### config.mk
export PLATFORM = sky130hd
export DESIGN_NAME = ifetch_unit
export DESIGN_NICKNAME = d
export VERILOG_FILES = /design/src/rtl/ifetch_pkg.sv /design/src/rtl/ifetch_buffer.sv /design/src/rtl/ifetch_unit.sv
export SDC_FILE = /design/constraint.sdc
export NUM_CORES = 1
export LEC_CHECK = 0
export ABC_CLOCK_PERIOD_IN_PS = 2700
export BUFFER_PORTS_ARGS = -buffer_cell sky130_fd_sc_hd__buf_2
export CAP_MARGIN = 20
export CORE_ASPECT_RATIO = 0.6
export CORE_MARGIN = 1.5
export CORE_UTILIZATION = 58
export DETAILED_ROUTE_END_ITERATION = 7
export PLACE_DENSITY = 0.9
export SLEW_MARGIN = 5
export SYNTH_ARGS = -nofsm -noshare
export SYNTH_HDL_FRONTEND = slang
export SYNTH_SLANG_ARGS = --single-unit
### constraint.sdc
create_clock -name clk -period 2.7 [get_ports clk]
set_input_delay 0.135 -clock clk [delete_from_list [all_inputs] [get_ports clk]]
set_output_delay 0.135 -clock clk [all_outputs]
set_load 0.03 [all_outputs]
### src/rtl/ifetch_pkg.sv
// Shared types for the instruction-fetch stage: FSM states, ring entry layout, defaults.
package ifetch_pkg;

  localparam int DEFAULT_DEPTH = 4;
  localparam int ENTRY_XLEN    = 32;

  typedef enum logic [1:0] {
    FETCH = 2'd0,
    DRAIN = 2'd1,
    FAULT = 2'd2
  } state_t;

  typedef struct packed {
    logic [ENTRY_XLEN-1:0] pc;
    logic [ENTRY_XLEN-1:0] data;
    logic                  done;
    logic                  fault;
  } entry_t;

endpackage

### src/rtl/ifetch_buffer.sv
// Ring buffer pairing fetch PCs with in-order memory responses (alloc -> fill -> head).
module ifetch_buffer
  import ifetch_pkg::*;
#(
  parameter int DEPTH = DEFAULT_DEPTH,
  parameter int AW    = $clog2(DEPTH),
  parameter int CW    = $clog2(DEPTH + 1)
) (
  input  logic                  clk,
  input  logic                  reset,
  input  logic                  clear,
  input  logic                  alloc,
  input  logic [ENTRY_XLEN-1:0] alloc_pc,
  input  logic                  alloc_fault,
  input  logic                  fill,
  input  logic [ENTRY_XLEN-1:0] fill_data,
  input  logic                  pop,
  output entry_t                head,
  output logic [CW-1:0]         used
);

  entry_t          ring [DEPTH];
  logic [AW-1:0]   alloc_ptr;
  logic [AW-1:0]   fill_ptr;
  logic [AW-1:0]   head_ptr;

  // Popped and flushed slots get done cleared so an empty ring never shows a stale entry at head.
  always_ff @(posedge clk) begin
    if (reset || clear) begin
      alloc_ptr <= '0;
      fill_ptr  <= '0;
      head_ptr  <= '0;
      used      <= '0;
      for (int i = 0; i < DEPTH; i++) begin
        ring[i] <= '0;
      end
    end else begin
      if (alloc) begin
        ring[alloc_ptr] <= '{pc: alloc_pc, data: '0, done: alloc_fault, fault: alloc_fault};
        alloc_ptr       <= alloc_ptr + AW'(1);
      end
      if (fill) begin
        ring[fill_ptr].data <= fill_data;
        ring[fill_ptr].done <= 1'b1;
        fill_ptr            <= fill_ptr + AW'(1);
      end
      if (pop) begin
        ring[head_ptr].done <= 1'b0;
        head_ptr            <= head_ptr + AW'(1);
      end
      used <= used + CW'(alloc) - CW'(pop);
    end
  end

  assign head = ring[head_ptr];

endmodule

### src/rtl/ifetch_unit.sv
// Instruction-fetch stage: issues in-order imem requests, buffers responses, hands {inst, pc} to decode.
// Optional misaligned-fetch fault generation is enabled by defining FETCH_ALIGN_CHECK_EN.
module ifetch_unit
  import ifetch_pkg::*;
#(
  parameter int DEPTH = DEFAULT_DEPTH,
  parameter int XLEN  = ENTRY_XLEN
) (
  input  logic            clk,
  input  logic            reset,
  input  logic [XLEN-1:0] pc_i,
  output logic            pc_en_o,
  output logic            imem_req_valid_o,
  input  logic            imem_req_ready_i,
  output logic [XLEN-1:0] imem_addr_o,
  input  logic            imem_rsp_valid_i,
  input  logic [XLEN-1:0] imem_rsp_data_i,
  input  logic            flush_i,
  output logic            inst_valid_o,
  input  logic            inst_ready_i,
  output logic [XLEN-1:0] inst_o,
  output logic [XLEN-1:0] inst_pc_o,
  output logic            inst_fault_o,
  output state_t          dbg_state
);

  localparam int CW = $clog2(DEPTH + 1);

  // Handshakes: a transfer happens in a cycle where valid & ready are both high at the clock edge;
  // valid never waits on ready, and imem responses cannot be back-pressured.
  state_t        state, state_next;
  logic [CW-1:0] pend_cnt, pend_next;
  logic [CW-1:0] used;
  logic          alloc, alloc_fault, fill, pop, clear, misaligned;
  entry_t        head;

  ifetch_buffer #(.DEPTH(DEPTH)) u_buffer (
    .clk         (clk),
    .reset       (reset),
    .clear       (clear),
    .alloc       (alloc),
    .alloc_pc    (pc_i),
    .alloc_fault (alloc_fault),
    .fill        (fill),
    .fill_data   (imem_rsp_data_i),
    .pop         (pop),
    .head        (head),
    .used        (used)
  );

`ifdef FETCH_ALIGN_CHECK_EN
  assign misaligned   = (pc_i[1:0] != 2'b00);
  assign inst_fault_o = head.fault;
`else
  logic unused_fault;
  assign misaligned   = 1'b0;
  assign inst_fault_o = 1'b0;
  assign unused_fault = head.fault;
`endif

  assign imem_addr_o = pc_i;
  assign inst_o      = head.data;
  assign inst_pc_o   = head.pc;
  assign dbg_state   = state;

  always_ff @(posedge clk) begin
    if (reset) begin
      state    <= FETCH;
      pend_cnt <= '0;
    end else begin
      state    <= state_next;
      pend_cnt <= pend_next;
    end
  end

  // pend_cnt counts requests awaiting a response; in DRAIN it is the number still to be dropped.
  always_comb begin
    state_next       = state;
    pend_next        = pend_cnt;
    imem_req_valid_o = 1'b0;
    pc_en_o          = 1'b0;
    alloc            = 1'b0;
    alloc_fault      = 1'b0;
    fill             = 1'b0;
    pop              = 1'b0;
    clear            = 1'b0;
    inst_valid_o     = head.done & ~flush_i & ~reset;
    if (reset) begin
      state_next = FETCH;
    end else if (flush_i) begin
      clear      = 1'b1;
      pend_next  = pend_cnt - CW'(imem_rsp_valid_i);
      state_next = (pend_next != '0) ? DRAIN : FETCH;
    end else begin
      if (state == FETCH && used < CW'(DEPTH)) begin
        if (misaligned) begin
          alloc       = 1'b1;
          alloc_fault = 1'b1;
          state_next  = FAULT;
        end else begin
          imem_req_valid_o = 1'b1;
        end
      end
      if (imem_req_valid_o && imem_req_ready_i) begin
        alloc   = 1'b1;
        pc_en_o = 1'b1;
      end
      fill      = imem_rsp_valid_i & (state != DRAIN);
      pend_next = pend_cnt + CW'(pc_en_o) - CW'(imem_rsp_valid_i);
      if (state == DRAIN && pend_next == '0) begin
        state_next = FETCH;
      end
      pop = inst_valid_o & inst_ready_i;
    end
  end

endmodule

==> results by group, run 1 <==
Timing
  – Final period util: 91.3%
  – Post-route setup slack: 0.235 ns
  – Post-layout min period: 2.47 ns
  – Fmax: 0.406 GHz
  – Final setup viols: 0
  – RSZ-0062 raised after global routing: no
  – Clock Skew: 0.0109 ns
  – Fin Setup TNS: 0 ns
  – Slew @ Worst Pin: 0.988 ns
  – Final max-slew violation count: 0
  – Final hold vios: 0
  – Hold slack: 0.0309 ns
  – Worst relative slew slack: 34.2%

Clock network
  – CTS Buf Count: 25
  – Clock Path Buffers: 3
  – Clk_lat worst skew: 0.51 ns
  – Root Driver: clkbuf_16
  – CTS tree: yes
  – H-Tree Level Count: 1
  – Post-CTS setup buffers: 0
  – Worst-path clk slew: 0.07 ns
  – Clock sink count: 275

Critical path
  – Worst Path Arrival: 2.33 ns
  – Critical-path cell list: buf_4 > mux4_2 > buf_2
  – Worst Path Max Fanout: 64
  – Crit path kind: reg2out
  – Critical Path RT: 2.57 ns
  – CP Depth: 3
  – Crit path max-delay family: buffers and inverters
  – Critical Path Max Stage Delay: 0.76 ns
  – CP max stage cell: buf_4
  – Worst Reg2Reg Path Length in Cells: 9
  – Setup crit end kind: output pin
  – Critical path startpoint category: flip-flop
  – CP Buf/Inv Count: 2

Routing
  – Vias per cell: 5.83
  – First DRT Iteration DRCs: 624
  – DR DRC count: 0
  – Drt wl/cell: 21.3 um
  – TritonRoute pass-1 iters: 5
  – Vias: 7472
  – DRT Wirelength: 27300 um
  – Antenna Nets Post-Route: 0

Floorplan
  – Initial Util: 59.2%
  – Die Y: 117 um
  – Die footprint: 22400 um^2
  – Die W: 192 um
  – Core area: 21100 um^2
  – I/O pins: 172
  – Core Rows: 41

Synthesis
  – Synthesized area per cell: 15.7 um^2
  – Synth Cell Area: 12500 um^2
  – Ys flop type: edfxtp_1
  – Dominant cell type by area after synthesis: edfxtp_1
  – Yosys reg bits: 275
  – FFs w/ async S/R, synth: 0%
  – Synth warn: 0
  – Post-synth EDFFs: 256
  – Post-synthesis sequential area ratio: 64.6%
  – Synthesized instance count: 796
  – Synth cell types: 45
  – Post-synth top area share: 61.6%
  – Largest cells by area after synthesis: edfxtp_1 62%, mux4_2 12%, and3_1 8.0%, and2_1 5.2%, dfxtp_1 3.0%

Pwr
  – Net switching power: 2.17 mW
  – Sw Ratio: 23.6%
  – Leakage: 6.46 nW
  – Comb power frac: 11.0%
  – Power Density: 620 nW/um^2
  – Overall Power: 9.20 mW
  – Flop pwr share: 53.8%
  – Clock Power Share: 35.3%
  – Worst vdd rail ir drop: 0.000455 V
  – Internal power: 7.03 mW

Layout
  – Share of cells above drive strength 1: 30.3%
  – Most frequent cells in the layout: 256 x edfxtp_1, 169 x buf_2, 160 x and3_1
  – Final core occ: 70.4%
  – Antenna cells: 0
  – Area growth syn-to-layout: 18.9%
  – Final nets: 1071
  – Most common cell after layout, fill and taps aside: edfxtp_1

GRT
  – First-pass GRT wire length: 41500 um
  – Total gr overflow: 0
  – Gr usage total: 24.6%
  – Vias in the first global route: 7533
  – Largest net degree at the start of global routing: 129
  – Initial antenna violation count: 0

Worst hold path
  – Hold depth: 2
  – Hold Path Class: in2reg

Place
  – Pre-CTS setup slack: 0.260 ns
  – I/O Buffers: 169
  – Gpl congestion: 0.827
  – Post-DP HPWL: 15500 um

Run status
  – Status: finished, final reports clean

Run
  – Max-capacitance violation count: 0
state kept, by name (all words and copies together) (netlist names), named ones only:
register,cells
u_buffer.fill_ptr,2
dbg_state,1
u_buffer.alloc_ptr,2
u_buffer.head_ptr,2
pend_cnt,3
u_buffer.used,3
u_buffer.ring,260
cell type report:
type	count	area (um^2)
inverters	17	66.3
clock inverters	9	55.1
repair buffers	257	1770
well taps	279	349
fillers	1327	6240
flip-flops and latches	275	8080
multi-input cells	409	3840
clock buffers	36	687
power by group through the flow:
stage | combinational [mW] | clock, mW | sequential (mW)
3_3_place_gp | 0.910 | 0 | 5.02
2_1_floorplan | 0.621 | 0 | 5.02
6_report | 1.01 | 3.25 | 4.95
3_5_place_dp | 0.930 | 0 | 5.04
5_1_grt | 1.08 | 3.46 | 4.96
4_1_cts | 1.01 | 3.28 | 4.95
worst paths after layout:
path | start | endpoint | slack (ns)
max | flip-flop | inst_o[0] | 0.23
min reg2reg | u_buffer.alloc_ptr[0] | u_buffer.alloc_ptr[0] | 0.57
max reg2reg | u_buffer.used[2] | dbg_state[0] | 0.25
min | flush_i | pend_cnt[1] | 0.03
cell usage after synthesis, types with 3 or more instances:
cell	instances
a211oi_1	3
a2bb2oi_1	4
and2_1	104
and3_1	160
buf_2	11
buf_4	34
clkbuf_1	30
clkbuf_2	18
dfxtp_1	19
edfxtp_1	256
ha_1	14
inv_1	16
mux4_2	65
nand2_1	8
nand2b_1	3
nor2_1	7
or3_1	3
xnor2_1	4
per-layer routing:
metal / vias to the layer above / part of all wire, % / global-route usage [%]
met4: 0 / 1.9 / 6.36
met5: - / 0 / 0
met1: 3713 / 44 / 36.1
li1: 3368 / - / -
met2: 345 / 46 / 38.7
met3: 46 / 8.3 / 4.45
cells by family after synthesis:
group / count (synthesis) / share of synthesized area, %
fa+ha+maj: 16 / 1.72
xor+xnor: 7 / 0.601
compound gates: 17 / 1.04
mux: 68 / 12.0
flops: 275 / 64.6
simple gates: 299 / 15.2
buf+inv: 113 / 4.79
other cells: 1 / 0.0300
worst reg2reg max path, cell delays in order (launching register included):
cell	delay, ns
dfxtp_1	0.36
nor3b_4	0.24
inv_4	0.10
ha_1	0.29
inv_1	0.04
ha_1	0.19
fa_1	0.44
xnor3_1	0.21
o311ai_0	0.34
a21oi_1	0.11
metrics by stage:
stage	instance area (um^2)	instances
detailed placement	13400	1172
CTS	14800	1282
floorplan	12500	797
finish	14800	1282
global route	14800	1282
global placement	13400	1172
what timing repair did:
item                                   CTS  global route
endpoints found under the hold margin  245             0
gates resized for setup                  0             0
hold buffers                            65             0
No activity file was read; power rests on OpenSTA's default activity.
==> inputs of run 2 (changes only) <==
--- a/config.mk
+++ b/config.mk
@@ -12,6 +12,7 @@
 export CORE_MARGIN = 1.5
 export CORE_UTILIZATION = 58
 export DETAILED_ROUTE_END_ITERATION = 7
+export GPL_TIMING_DRIVEN = 0
 export PLACE_DENSITY = 0.9
 export SLEW_MARGIN = 5
 export SYNTH_ARGS = -nofsm -noshare
==> run 2 against run 1 <==
  * Count of clock-buffer cells in the layout decreased by 10
  * Sequential power about the same
  * Highest routed layer is now met5
  * Sequential cell count unchanged
  * Largest cell class unchanged
  * Power increased by 6.3%
  * Routed wire length increased by 7.4%
  * Sequential share of layout area decreased by 1.9 points
==> results by group, run 2 (same netlist as run 1, synthesis figures left out) <==
Pwr
  – Worst vdd rail ir drop: 0.000450 V
  – Sw Ratio: 23.6%
  – Power Density: 637 nW/um^2
  – Overall Power: 9.78 mW
  – Leakage: 6.80 nW
  – Net switching power: 2.31 mW
  – Internal power: 7.48 mW
  – Clock Power Share: 38.5%
  – Comb power frac: 10.8%
  – Flop pwr share: 50.7%

Layout
  – Share of cells above drive strength 1: 33.7%
  – Area growth syn-to-layout: 23.0%
  – Top Registers: u_buffer.ring: 260 flops, pend_cnt: 3 flops, u_buffer.used: 3 flops
  – Antenna cells: 0
  – Fillers: 1298
  – Final core occ: 72.8%
  – Top reg by flops: u_buffer.ring
  – Largest register FFs: 260
  – Final nets: 1151
  – Most frequent cells in the layout: 256 x edfxtp_1, 178 x buf_2, 160 x and3_1
  – Most common cell after layout, fill and taps aside: edfxtp_1

Worst hold path
  – Hold depth: 3
  – Worst hold start: imem_rsp_valid_i
  – Hold Path Class: in2reg
  – Endpoint of the worst hold path: pend_cnt[0]

Critical path
  – Worst Reg2Reg Path Length in Cells: 9
  – Critical-path cell list: mux4_2 > and2_1 > buf_2 > ha_1 > inv_1 > ha_1 > fa_1 > xnor2_2 > nor2_1
  – Worst Path Arrival: 3.00 ns
  – Critical path startpoint category: flip-flop
  – Reg2reg setup slack: 0.1 ns
  – Setup crit end kind: flip-flop
  – Worst Path Max Fanout: 8
  – R2R Path End: u_buffer.used[2]
  – Critical Path Most Common Cell: ha_1
  – Crit path kind: reg2reg
  – Critical Path Max Stage Delay: 0.56 ns
  – Critical Path RT: 3.10 ns
  – CP max stage cell: mux4_2

Timing
  – Final period util: 96.4%
  – Post-layout min period: 2.60 ns
  – Worst relative slew slack: 36.5%
  – Clock Skew: 0.0126 ns
  – Final setup viols: 0
  – Slew @ Worst Pin: 0.953 ns
  – Final max-slew violation count: 0
  – Post-route setup slack: 0.0978 ns
  – Final hold vios: 0
  – RSZ-0062 raised after global routing: yes
  – Fin Setup TNS: 0 ns
  – Fmax: 0.384 GHz

Clock network
  – Clk_lat worst skew: 0.52 ns
  – Clock Path Buffers: 3
  – Worst-path clk slew: 0.07 ns
  – CTS Buf Count: 25
  – CTS tree: yes
  – Clock sink count: 275
  – H-Tree Level Count: 1
  – Root Driver: clkbuf_16

Floorplan
  – Die W: 192 um
  – Core area: 21100 um^2
  – Die Y: 117 um
  – Core Rows: 41
  – I/O pins: 172
  – Die footprint: 22400 um^2
  – Initial Util: 59.2%

Routing
  – DRT Wirelength: 29400 um
  – Drt wl/cell: 21.6 um
  – First DRT Iteration DRCs: 895
  – DR DRC count: 0
  – Vias per cell: 5.81
  – Antenna Nets Post-Route: 0
  – Vias: 7916
  – TritonRoute pass-1 iters: 5

GRT
  – First-pass GRT wire length: 44000 um
  – Initial antenna violation count: 1
  – Vias in the first global route: 7689
  – Total gr overflow: 0
  – Largest net degree at the start of global routing: 33
  – Gr usage total: 26.4%

Place
  – Pre-CTS setup slack: -0.0807 ns
  – I/O Buffers: 168
  – Post-DP HPWL: 18700 um
  – Gpl congestion: 0.791

Run status
  – Status: finished, final reports clean

Run
  – Max-capacitance violation count: 0
-- run 2: cell count changes in the layout (fill, tap and decap cells not counted), sizes merged --
cell and change:
buf +31, bufinv +5, clkbuf +39, clkinv +2, clkinvlp +1, inv +2
-- run 2: stage by stage --
step                hold slack [ns]  area [um^2]  std cells
floorplan                     0.333        12500        797
global placement              0.357        13700       1244
detailed placement            0.363        13800       1248
CTS                          0.0237        15300       1359
global route                 0.0807        15400       1362
finish                       0.0452        15400       1362
-- run 2: timing repair --
item                       in CTS  in global routing
pin swaps                       1                  0
hold endpoints to repair      250                  0
setup endpoints to repair     121                 41
buffers inserted                1                  3
resized for setup               6                  2
hold buffers                   65                  0
-- run 2: worst max-delay path by stage --
stage                       startpoint                    to  cells past startpoint
after global placement         flush_i  u_buffer.ring[3][23]                      5
after detailed placement  dbg_state[0]           pend_cnt[2]                      9
after global routing         flip-flop          inst_pc_o[6]                      4
final                        flip-flop      u_buffer.used[2]                      9
after floorplan           dbg_state[0]           pend_cnt[2]                      9
after CTS                    flip-flop          inst_pc_o[1]                      4
-- run 2: final cells by class --
class	instances	area (um^2)	area share [%]
clock buffers	26	629	4.10
well taps	279	349	2.27
multi-input cells	409	3850	25.0
repair buffers	241	1620	10.6
plain buffers	96	542	3.53
flip-flops and latches	275	8070	52.5
inverters	17	66.3	0.432
clock inverters	19	235	1.53
-- run 2: per-layer routing --
metal | GRT usage [%] | share of wire [%] | wire length (um)
met3 | 4.54 | 8.6 | 2530
met2 | 40.9 | 46 | 13600
met5 | 0 | 0.037 | 11
met4 | 5.27 | 1.5 | 441
met1 | 40.1 | 44 | 12800
-- run 2: power by group through the flow --
stage | clock network [mW] | registers (mW) | logic, mW
6_report | 3.77 | 4.96 | 1.06
5_1_grt | 3.95 | 4.97 | 1.13
4_1_cts | 3.78 | 4.96 | 1.05
3_5_place_dp | 0 | 5.05 | 0.964
3_3_place_gp | 0 | 5.04 | 0.928
2_1_floorplan | 0 | 5.02 | 0.621
-- run 2: critical path, delay by kind of cell (launching register included) --
| kind | cells | cell delay (ns) |
|---|---|---|
| xor gates and xnor gates | 1 | 0.20 |
| muxes | 1 | 0.56 |
| and+or+nand+nor | 2 | 0.22 |
| buffers and inverters | 2 | 0.22 |
| DFF | 1 | 0.36 |
| adders and majority gates | 3 | 0.93 |
